**config.mk**
```make
export PLATFORM = sky130hd
export DESIGN_NAME = xor_stream_descrambler_flat
export DESIGN_NICKNAME = d
export VERILOG_FILES = /design/src/rtl/xor_scr_pkg.sv /design/src/rtl/xor_stream_descrambler_if.sv /design/src/rtl/xor_pipe_stage.sv /design/src/rtl/xor_stream_descrambler.sv /design/src/flat_wrapper.sv
export SDC_FILE = /design/constraint.sdc
export NUM_CORES = 1
export LEC_CHECK = 0
export CORE_UTILIZATION = 48
export CTS_BUF_LIST = sky130_fd_sc_hd__clkbuf_2 sky130_fd_sc_hd__clkbuf_4 sky130_fd_sc_hd__clkbuf_8
export CTS_CLUSTER_DIAMETER = 50
export DETAILED_ROUTE_END_ITERATION = 12
export PLACE_DENSITY = 0.78
export SLEW_MARGIN = 20
export SYNTH_ARGS = -nofsm -noshare
export SYNTH_HDL_FRONTEND = slang
export SYNTH_SLANG_ARGS = --single-unit
```
**constraint.sdc**
```tcl
create_clock -name clock -period 1.8 [get_ports clock]
set_clock_uncertainty 0.05 [all_clocks]
set_input_delay 0.18 -clock clock [delete_from_list [all_inputs] [get_ports clock]]
set_output_delay 0.18 -clock clock [all_outputs]
set_load 0.02 [all_outputs]
```
**src/rtl/xor_scr_pkg.sv**
```systemverilog
// Shared definitions for the XOR stream scrambler and descrambler.
// Both ends use these so that their key and sequence arithmetic match.
package xor_scr_pkg;
    localparam int DEFAULT_WIDTH = 8;
    localparam int SEQ_RESET     = 0;

    typedef logic [DEFAULT_WIDTH-1:0] data_t;
    typedef logic [DEFAULT_WIDTH-1:0] key_t;
endpackage

```
**src/rtl/xor_stream_descrambler_if.sv**
```systemverilog
// Byte stream link with a valid/ready handshake and a start-of-frame marker.
// A beat transfers on a rising edge where valid && ready; the source holds valid/data/sof stable until then.
interface xor_stream_descrambler_if #(
    parameter int WIDTH = xor_scr_pkg::DEFAULT_WIDTH
);
    logic             valid;
    logic             ready;
    logic [WIDTH-1:0] data;
    logic             sof;

    modport master (output valid, data, sof, input ready);
    modport slave  (input valid, data, sof, output ready);
endinterface

```
**src/rtl/xor_pipe_stage.sv**
```systemverilog
// One valid/ready register slice that XORs a term into the data as it loads.
// The slice can be refilled in the same cycle that it drains, so it sustains one beat per cycle.
module xor_pipe_stage import xor_scr_pkg::*; #(
    parameter int WIDTH = DEFAULT_WIDTH
) (
    input  logic             clock,
    input  logic             reset,
    input  logic             in_valid,
    output logic             in_ready,
    input  logic [WIDTH-1:0] in_data,
    input  logic             in_sof,
    input  logic [WIDTH-1:0] term,
    output logic             out_valid,
    input  logic             out_ready,
    output logic [WIDTH-1:0] out_data,
    output logic             out_sof
);
    logic load;

    assign in_ready = !out_valid || out_ready;
    assign load     = in_valid && in_ready;

    // When no beat is loaded, data holds its last value and only valid drops.
    always_ff @(posedge clock or negedge reset) begin
        if (!reset) begin
            out_valid <= 1'b0;
            out_data  <= '0;
            out_sof   <= 1'b0;
        end else if (load) begin
            out_valid <= 1'b1;
            out_data  <= in_data ^ term;
            out_sof   <= in_sof;
        end else if (out_ready) begin
            out_valid <= 1'b0;
        end
    end
endmodule

```
**src/rtl/xor_stream_descrambler.sv**
```systemverilog
// Receive-side descrambler. It removes the round-0 key and the rolling beat sequence in stage 1,
// and removes the round-1 key in stage 2. It also holds the key registers and the sequence counter.
module xor_stream_descrambler import xor_scr_pkg::*; #(
    parameter int WIDTH  = DEFAULT_WIDTH,
    parameter bit SEQ_EN = 1'b1
) (
    input  logic                     clock,
    input  logic                     reset,
    input  logic                     cfg_load,
    input  logic [WIDTH-1:0]         cfg_key_0,
    input  logic [WIDTH-1:0]         cfg_key_1,
    output logic                     cfg_err,
    xor_stream_descrambler_if.slave  up,
    xor_stream_descrambler_if.master dn,
    output logic                     busy
);
    logic [WIDTH-1:0] key_0;
    logic [WIDTH-1:0] key_1;
    logic [WIDTH-1:0] seq;
    logic [WIDTH-1:0] seq_used;
    logic [WIDTH-1:0] s1_data;
    logic             s1_valid;
    logic             s1_sof;
    logic             s1_ready;
    logic             s2_free;
    logic             accept;

    assign up.ready = reset && s1_ready;
    assign accept   = up.valid && up.ready;
    assign busy     = s1_valid || dn.valid;
    assign seq_used = (SEQ_EN && !up.sof) ? seq : WIDTH'(SEQ_RESET);

    // Keys may only change while the pipeline is empty and no beat is entering,
    // so every beat is decoded with a single, consistent pair of keys.
    always_ff @(posedge clock or negedge reset) begin
        if (!reset) begin
            key_0   <= '0;
            key_1   <= '0;
            seq     <= WIDTH'(SEQ_RESET);
            cfg_err <= 1'b0;
        end else begin
            cfg_err <= cfg_load && (busy || accept);
            if (cfg_load && !busy && !accept) begin
                key_0 <= cfg_key_0;
                key_1 <= cfg_key_1;
            end
            if (accept) begin
                seq <= seq_used + 1'b1;
            end
        end
    end

    xor_pipe_stage #(.WIDTH(WIDTH)) u_stage1 (
        .clock     (clock),
        .reset     (reset),
        .in_valid  (up.valid),
        .in_ready  (s1_ready),
        .in_data   (up.data),
        .in_sof    (up.sof),
        .term      (key_0 ^ seq_used),
        .out_valid (s1_valid),
        .out_ready (s2_free),
        .out_data  (s1_data),
        .out_sof   (s1_sof)
    );

    xor_pipe_stage #(.WIDTH(WIDTH)) u_stage2 (
        .clock     (clock),
        .reset     (reset),
        .in_valid  (s1_valid),
        .in_ready  (s2_free),
        .in_data   (s1_data),
        .in_sof    (s1_sof),
        .term      (key_1),
        .out_valid (dn.valid),
        .out_ready (dn.ready),
        .out_data  (dn.data),
        .out_sof   (dn.sof)
    );
endmodule

```
**src/flat_wrapper.sv**
```systemverilog
// flat-port wrapper written by rule: the top's interface ports become plain ports
module xor_stream_descrambler_flat import xor_scr_pkg::*;
#(
    parameter int WIDTH  = DEFAULT_WIDTH,
    parameter bit SEQ_EN = 1'b1
)
  (clock, reset, cfg_load, cfg_key_0, cfg_key_1, cfg_err, busy, up_valid, up_data, up_sof, up_ready, dn_valid, dn_data, dn_sof, dn_ready);
  xor_stream_descrambler_if #(.WIDTH(WIDTH)) up_i ();
  xor_stream_descrambler_if #(.WIDTH(WIDTH)) dn_i ();
  input  logic clock;
  input  logic reset;
  input  logic cfg_load;
  input  logic [WIDTH-1:0] cfg_key_0;
  input  logic [WIDTH-1:0] cfg_key_1;
  output logic cfg_err;
  output logic busy;
  input wire logic [$bits(up_i.valid)-1:0] up_valid;
  input wire logic [$bits(up_i.data)-1:0] up_data;
  input wire logic [$bits(up_i.sof)-1:0] up_sof;
  output wire logic [$bits(up_i.ready)-1:0] up_ready;
  output wire logic [$bits(dn_i.valid)-1:0] dn_valid;
  output wire logic [$bits(dn_i.data)-1:0] dn_data;
  output wire logic [$bits(dn_i.sof)-1:0] dn_sof;
  input wire logic [$bits(dn_i.ready)-1:0] dn_ready;
  assign up_i.valid = up_valid;
  assign up_i.data = up_data;
  assign up_i.sof = up_sof;
  assign up_ready = up_i.ready;
  assign dn_valid = dn_i.valid;
  assign dn_data = dn_i.data;
  assign dn_sof = dn_i.sof;
  assign dn_i.ready = dn_ready;
  xor_stream_descrambler #(.WIDTH(WIDTH), .SEQ_EN(SEQ_EN)) u_core (.clock(clock), .reset(reset), .cfg_load(cfg_load), .cfg_key_0(cfg_key_0), .cfg_key_1(cfg_key_1), .cfg_err(cfg_err), .up(up_i), .dn(dn_i), .busy(busy));
endmodule
```
# Word level (Yosys, flattened, before mapping)
# Cells that the tools add are included.
[word_totals]
reg_bits = 45
latch_bits = 0
ram_bits = 0
rom_bits = 0
input_bits = 30
output_inout_bits = 13
elab_cells = 36
n_memories = 0
[classes]
n_addsub = 1
n_mul = 0
div_mod_pow = 0
magnitude_cmp = 0
eq_ne = 0
n_shift = 0
n_mux = 5
n_bitwise = 3
reduce_logical = 17
[ops]
columns = ["op", "n"]
rows = [
  ["8-bit XOR", 3],
  ["8-bit by 1-bit adder with 8-bit output, second input constant", 1],
  ["8-bit 2-to-1 mux", 1],
  ["1-bit logical AND", 7],
  ["1-bit logical NOT", 4],
  ["1-bit logical OR", 4],
  ["1-bit 2-to-1 mux", 4],
  ["2-bit nonzero test", 2],
]

# Longest topological paths before layout
# Gate-level depths: netlist of run 1.
[depth]
ltp_word = 7
depth_mapped = 7
depth_no_buf = 7

# By module
# Synthesis of run 1 repeated with hierarchy kept, for this count alone.
[unflattened]
hier_cells = 162
hier_area_um2 = 2249.7
[by_module_without_submodules]
columns = ["mod", "n_inst", "cells_per_inst", "area_each_um2", "seq_area_each_um2"]
rows = [
  ["xor_stream_descrambler", 1, 102, 1258.7, 625.6],
  ["xor_pipe_stage", 2, 30, 495.5, 250.2],
]

# Least setup slack after synthesis of run 1
# Ideal clock, no wire load.
[synth_timing]
kind = "register to register"
start = "register u_core.seq[1]"
end = "register u_core.seq[6]"
setup_ns = 0.137
arrival_ns = 1.450
t_required_ns = 1.613
setup_slack_ns = 0.164
stages_incl_launch_ff = 7
path_buffers = 0
synth_period_minus_slack_ns = 1.636
path_cell_list = "dfrtp_1 nor2b_1 ha_1 nand3_1 or2_2 a22oi_1 o41ai_1"
[synth_between]
elab_chain_cells = 2
[synth_rtl]
columns = ["item", "line_no", "text"]
rows = [
  ["from (decl)", "xor_stream_descrambler.sv:19", "logic [WIDTH-1:0] seq;"],
  ["from (signal assigned)", "xor_stream_descrambler.sv:39", "seq <= WIDTH'(SEQ_RESET);"],
  ["from (signal assigned)", "xor_stream_descrambler.sv:48", "seq <= seq_used + 1'b1;"],
  ["8-bit 2-to-1 mux", "xor_stream_descrambler.sv:31", "assign seq_used = (SEQ_EN && !up.sof) ? seq : WIDTH'(SEQ_RESET);"],
  ["8-bit by 1-bit adder with 8-bit output", "xor_stream_descrambler.sv:48", ""],
]
# No other way between the ends.
# A chain may end at the register's enable or synchronous reset.

# Final worst setup path of run 1
# Same ends and word-level chain as after synthesis.

==> reports/metrics.cfg, run 1 <==
[synthesis]
yosysMostFrequentCell=dfrtp_1
synthCells=173
synth-seq-area-share_pct=53.16
yosysTopAreaCell=dfrtp_1
synth.area.top_cells=dfrtp_1 53%, xnor2_1 7.4%, mux2_4 7.1%
syn-num-nets=204
synth_edf_count=0
ys_warn_count=0
avgSynthCellArea_sq_um=12.24
synth_cell_type_count=34
synth_commonest_cells=45 x dfrtp_1, 22 x nand2_1, 18 x o21ai_0, 18 x xnor2_1
ys.flop_type=dfrtp_1
ys_ff_latch=45
synth_top_area_share_pct=53.16
netlist_area_sq_mm=0.002118
async_flop_share_pct=100.0

[clock_network]
clock-sinks=45
cts_tree=yes
clk_latency_ps=300
cts_setup_buffers=0
clockBufferDepth=2
cts_root_buffer=clkbuf_8
ctsHtreeMaxLevel=2
clk_pin_slew_ps=80
cts_made_buffers=5

[worst_setup_path]
r2r_start=u_core.seq[1]$_DFFE_PN0N_
cp_slowest_cell=dfrtp_1
crit_fanout=5
cp_cell_sequence=nor2b_1 -> ha_1 -> nand3_1 -> or2_2 -> a22oi_1 -> o41ai_1
worst_setup_path_start_kind=flip-flop
arrival_ps=1800
worst_setup_path_end_kind=flip-flop
startpoint=u_core.seq[1]$_DFFE_PN0N_
cp.required_ps=1920
cp_slowest_stage_delay_ps=400
crit_type=reg2reg

[routing]
drt-met1-wl_mm=1.640
drtIter0Drc=74
routed-wl-met2_mm=2.095
drc_errors=0
met3_length_um=238
wl_per_cell_um=14.55
dr_total_vias=1446
drtAntennaViolNets=0
avgViaCountPerCell=5.220
highest_layer=met4
drt_wl_total_mm=4.029
dr.pass1.iters=5

[timing]
whs_ps=196.6
worstMarginPinSlew_ps=547.6
finalHoldViolations=0
grt_setup_unrepaired=no
drv_slew=0
clock.fmax_mhz=596.9
setup_viol=0
fin_crit_ps=1675
slew_headroom_pct=63.49
fin_crit_sh_pct=93.07

[outcome]
status=completed

[layout]
syn_to_final_growth_pct=30.42
final_util_pct=67.13
layout-drive-gt1-share_pct=20.26
num_antenna_cells=0
final_cell_count_no_fill=277
finalNetCount=257

[run]
cap_violations=0

[placement]
dp_hpwl_mm=3.029
place.gp.congestion=0.8202
portBuffers=42
place_inst=268

[grt]
grt_max_degree=45
grt.total_usage_pct=19.94
antenna_found_initial=0
grt_pass1_vias=1462
overflow=0
grt_first_pass_wirelength_mm=6.555

[die]
dieHeight_um=68.43
ios=43
core_sq_mm=0.004115
row_count=23
initial_utilization_pct=51.47
dieArea_sq_mm=0.004683
fp.dieW_um=68.43

[pwr]
vdd_drop_max_mv=0.4990
finalPower_uw=3392
power.density_mw_per_mm2=1228
power_leakage_uw=0.001205

[min_path]
hold_path.class=in2async

## logic make-up (layout without fill, tap and decap cells)
| family | after synthesis | after routing | share of synthesized area, % |
|---|---|---|---|
| XOR/XNOR | 24 | 24 | 9.923 |
| buffers and inverters | 8 | 62 | 1.831 |
| multiplexers | 20 | 20 | 12.40 |
| AND/OR/NAND/NOR | 46 | 46 | 13.05 |
| adder cells (fa/ha/maj) | 1 | 1 | 0.5906 |
| flip-flops | 45 | 45 | 53.16 |
| AO/OA/AOI/OAI | 29 | 29 | 9.038 |
## per-stage QoR
step	setup WS (ps)	instance area, sq um	setup TNS, ps
final	124.7	2763	0
after global routing	13.19	2763	0
after floorplan	163.6	2118	0
after global placement	-37.23	2629	-37.23
after detailed placement	-136.9	2629	-159.0
after CTS	10.07	2760	0
## area by class of cell
cell class	instances	area [sq um]
clock inverter	1	30.03
clock buffer	7	90.09
tap	50	62.56
sequential	45	1126
fill	302	1353
multi-input combinational	120	955.9
timing repair buffer	51	486.7
inverter	3	11.26
## flip-flops by register name (all words and copies together), names as in the netlist
name                       count
u_core.u_stage2.out_data       8
u_core.u_stage1.out_sof        1
u_core.key_1                   8
u_core.cfg_err                 1
u_core.seq                     8
u_core.key_0                   8
u_core.u_stage2.out_valid      1
u_core.u_stage1.out_data       8
u_core.u_stage2.out_sof        1
u_core.u_stage1.out_valid      1
## cells in the final DEF (no fill, tap or decap), types with 2 or more instances in the layout
master / count
dfrtp_1: 45
clkdlybuf4s50_1: 39
nand2_1: 22
xnor2_1: 18
o21ai_0: 18
mux2_4: 10
mux2_2: 10
buf_4: 8
xor2_1: 6
clkbuf_8: 6
nor2b_1: 4
inv_1: 3
and2b_1: 3
nand2b_1: 3
nand3_1: 3
nand3_4: 2
a22oi_1: 2
o41ai_1: 2
## metal layers
metal	vias to the layer above	track usage (%)
li1	697	-
met1	695	22.39
met2	49	35.05
met3	5	6.000
met4	0	7.813
met5	-	0
## worst max-delay path, delay by kind of cell, from the launching register on
family                   cells  cell delay (ps)
adder cells (fa/ha/maj)      1              240
AO/OA/AOI/OAI                2              270
AND/OR/NAND/NOR              3              600
flip-flops                   1              400
## power breakdown
part	switching, uW	internal, uW
clock network	332	468
logic	438	615
registers	225	1320
## timing repair
item                                    4_1_cts  5_1_grt
hold buffers                                  1        0
endpoints found under the hold margin         1        0
resized for setup                             2        1
endpoints found under the setup margin        2        1
gates cloned                                  0        0
pin swaps                                     0        0
## worst paths after layout
check	to	slack, ps	cells past startpoint
setup / recovery	u_core.seq[6]$_DFFE_PN0N_	120	6
hold / removal	u_core.cfg_err$_DFF_PN0_	200	2
min in group clock	u_core.u_stage2.out_data[1]$_DFFE_PN0P_	440	2
hold reg to reg	u_core.u_stage2.out_data[1]$_DFFE_PN0P_	440	2
setup reg to reg	u_core.seq[6]$_DFFE_PN0N_	120	6
max in group asynchronous	u_core.seq[1]$_DFFE_PN0N_	760	3
Note: power is estimated with default switching activity, not from simulation.
==> run 2: changes to the inputs <==
GPL_TIMING_DRIVEN = 0   (was unset)
==> reports/metrics.cfg, run 2 (synthesis gave the netlist of run 1 again) <==
[outcome]
status=completed

[timing]
worstMarginPinSlew_ps=521.9  ; -25.76 ps
drv_slew=0  ; unchanged
clock.fmax_mhz=593.5  ; -0.57%
whs_ps=431.0  ; +234.4 ps
finalHoldViolations=0  ; unchanged
fin_crit_ps=1685  ; +9.606 ps
setup_viol=0  ; unchanged
slew_headroom_pct=65.21  ; +1.7 points
fin_crit_sh_pct=93.61  ; +0.53 points

[die]
dieHeight_um=68.43  ; unchanged
ios=43  ; unchanged
row_count=23  ; unchanged
fp.dieW_um=68.43  ; unchanged
dieArea_sq_mm=0.004683  ; unchanged
core_sq_mm=0.004115  ; unchanged
initial_utilization_pct=51.47  ; unchanged

[run]
cap_violations=0  ; unchanged

[routing]
drtAntennaViolNets=0  ; unchanged
drc_errors=0  ; unchanged
dr_total_vias=1421  ; -1.7%
routed-wl-met2_mm=1.938  ; -7.5%
drtIter0Drc=104  ; +41%
drt-met1-wl_mm=1.726  ; +5.2%
avgViaCountPerCell=5.130  ; -1.7%
highest_layer=met4
drt_wl_total_mm=3.885  ; -3.6%
wl_per_cell_um=14.03  ; -3.6%
dr.pass1.iters=4  ; -1
met3_length_um=171  ; -28%

[worst_setup_path]
arrival_ps=1790  ; about the same
cp.required_ps=1910  ; about the same
crit_fanout=5  ; unchanged
crit_type=reg2reg
worst_setup_path_end_kind=flip-flop
worst_setup_path_start_kind=flip-flop

[pwr]
vdd_drop_max_mv=0.5161  ; +3.4%
power.density_mw_per_mm2=1174  ; -4.4%
power_leakage_uw=0.001197  ; -0.63%
finalPower_uw=3259  ; -3.9%

[grt]
grt_max_degree=24  ; -47%
grt.total_usage_pct=19.81  ; -0.13 points
antenna_found_initial=0  ; unchanged
grt_first_pass_wirelength_mm=6.693  ; +2.1%
grt_pass1_vias=1489  ; +1.8%
overflow=0  ; unchanged

[clock_network]
cts_made_buffers=5  ; unchanged
clk_pin_slew_ps=80  ; about the same
cts_root_buffer=clkbuf_8
clock-sinks=45  ; unchanged
clk_latency_ps=290  ; about the same
ctsHtreeMaxLevel=2  ; unchanged
clockBufferDepth=2  ; unchanged
cts_setup_buffers=0  ; unchanged
cts_tree=yes

[layout]
layout-drive-gt1-share_pct=19.82  ; -0.44 points
final_common_cell=dfrtp_1
fillCellCount=330  ; +9.3%
finalNetCount=257  ; unchanged
num_antenna_cells=0  ; unchanged
syn_to_final_growth_pct=31.01
final_util_pct=67.44  ; +0.30 points
final_cell_mix=45 x dfrtp_1, 38 x clkdlybuf4s50_1, 22 x nand2_1

[placement]
place.gp.congestion=0.7845  ; -4.4%
dp_hpwl_mm=2.890  ; -4.6%
portBuffers=42  ; unchanged

[min_path]
hold_path.class=reg2reg

## run 2: layout make-up
| cell class | instances | area, sq um | share of cell area (%) |
|---|---|---|---|
| Timing Repair Buffer | 46 | 465.4 | 16.77 |
| Sequential cell | 45 | 1126 | 40.58 |
| Clock buffer | 7 | 96.34 | 3.472 |
| Clock inverter | 1 | 5.005 | 0.1803 |
| Buffer | 5 | 27.53 | 0.9919 |
| Multi-Input combinational cell | 120 | 980.9 | 35.35 |
| Tap cell | 50 | 62.56 | 2.254 |
| Inverter | 3 | 11.26 | 0.4058 |
## run 2: where the power goes
group	switching [uW]	leakage (uW)	internal (uW)	total (uW)
Sequential	222	0.000554	1310	1540
Clock	322	0.0000542	347	669
Combinational	436	0.000589	617	1050
Total	980	0.00120	2280	3260
## run 2: critical path: stages, from the launching register on
cell and delay, ps:
dfrtp_1 420, nor2b_4 230, ha_4 170, nand3_1 110, or2_2 310, a22oi_1 160, o41ai_1 100
## run 2: per-stage QoR
step                area, sq um  worst slack, ps  std cells  TNS [ps]
floorplan                  2118            163.6        173         0
global placement           2601            -1727        265    -77600
detailed placement         2624           -383.4        266     -2576
CTS                        2755            29.05        276         0
global route               2775           -10.20        277    -10.20
finish                     2775            115.1        277         0
## run 2: path summary, 6_finish.rpt
check | from | to | slack (ps) | cells after the start
min in group asynchronous | reset | u_core.key_0[2]$_DFFE_PN0P_ | 490 | 3
setup reg to reg | u_core.seq[1]$_DFFE_PN0N_ | u_core.seq[6]$_DFFE_PN0N_ | 120 | 6
hold reg to reg | u_core.u_stage2.out_data[3]$_DFFE_PN0P_ | u_core.u_stage2.out_data[3]$_DFFE_PN0P_ | 430 | 2
hold / removal | u_core.u_stage2.out_data[3]$_DFFE_PN0P_ | u_core.u_stage2.out_data[3]$_DFFE_PN0P_ | 430 | 2
max in group asynchronous | reset | u_core.u_stage2.out_valid$_DFFE_PN0P_ | 790 | 4
setup / recovery | u_core.seq[1]$_DFFE_PN0N_ | u_core.seq[6]$_DFFE_PN0N_ | 120 | 6
## run 2: metal layers
layer  vias up  global-route usage [%]
met5         -                       0
met4         0                   7.031
met3         7                   4.833
met2        40                   33.33
met1       676                   24.52
li1        698                       -
## run 2: repair_timing
item / CTS / global route
resized for setup: 6 / 4
endpoints found under the hold margin: 23 / 23
endpoints found under the setup margin: 3 / 2
pin swaps: 0 / 0
hold buffers: 2 / 1
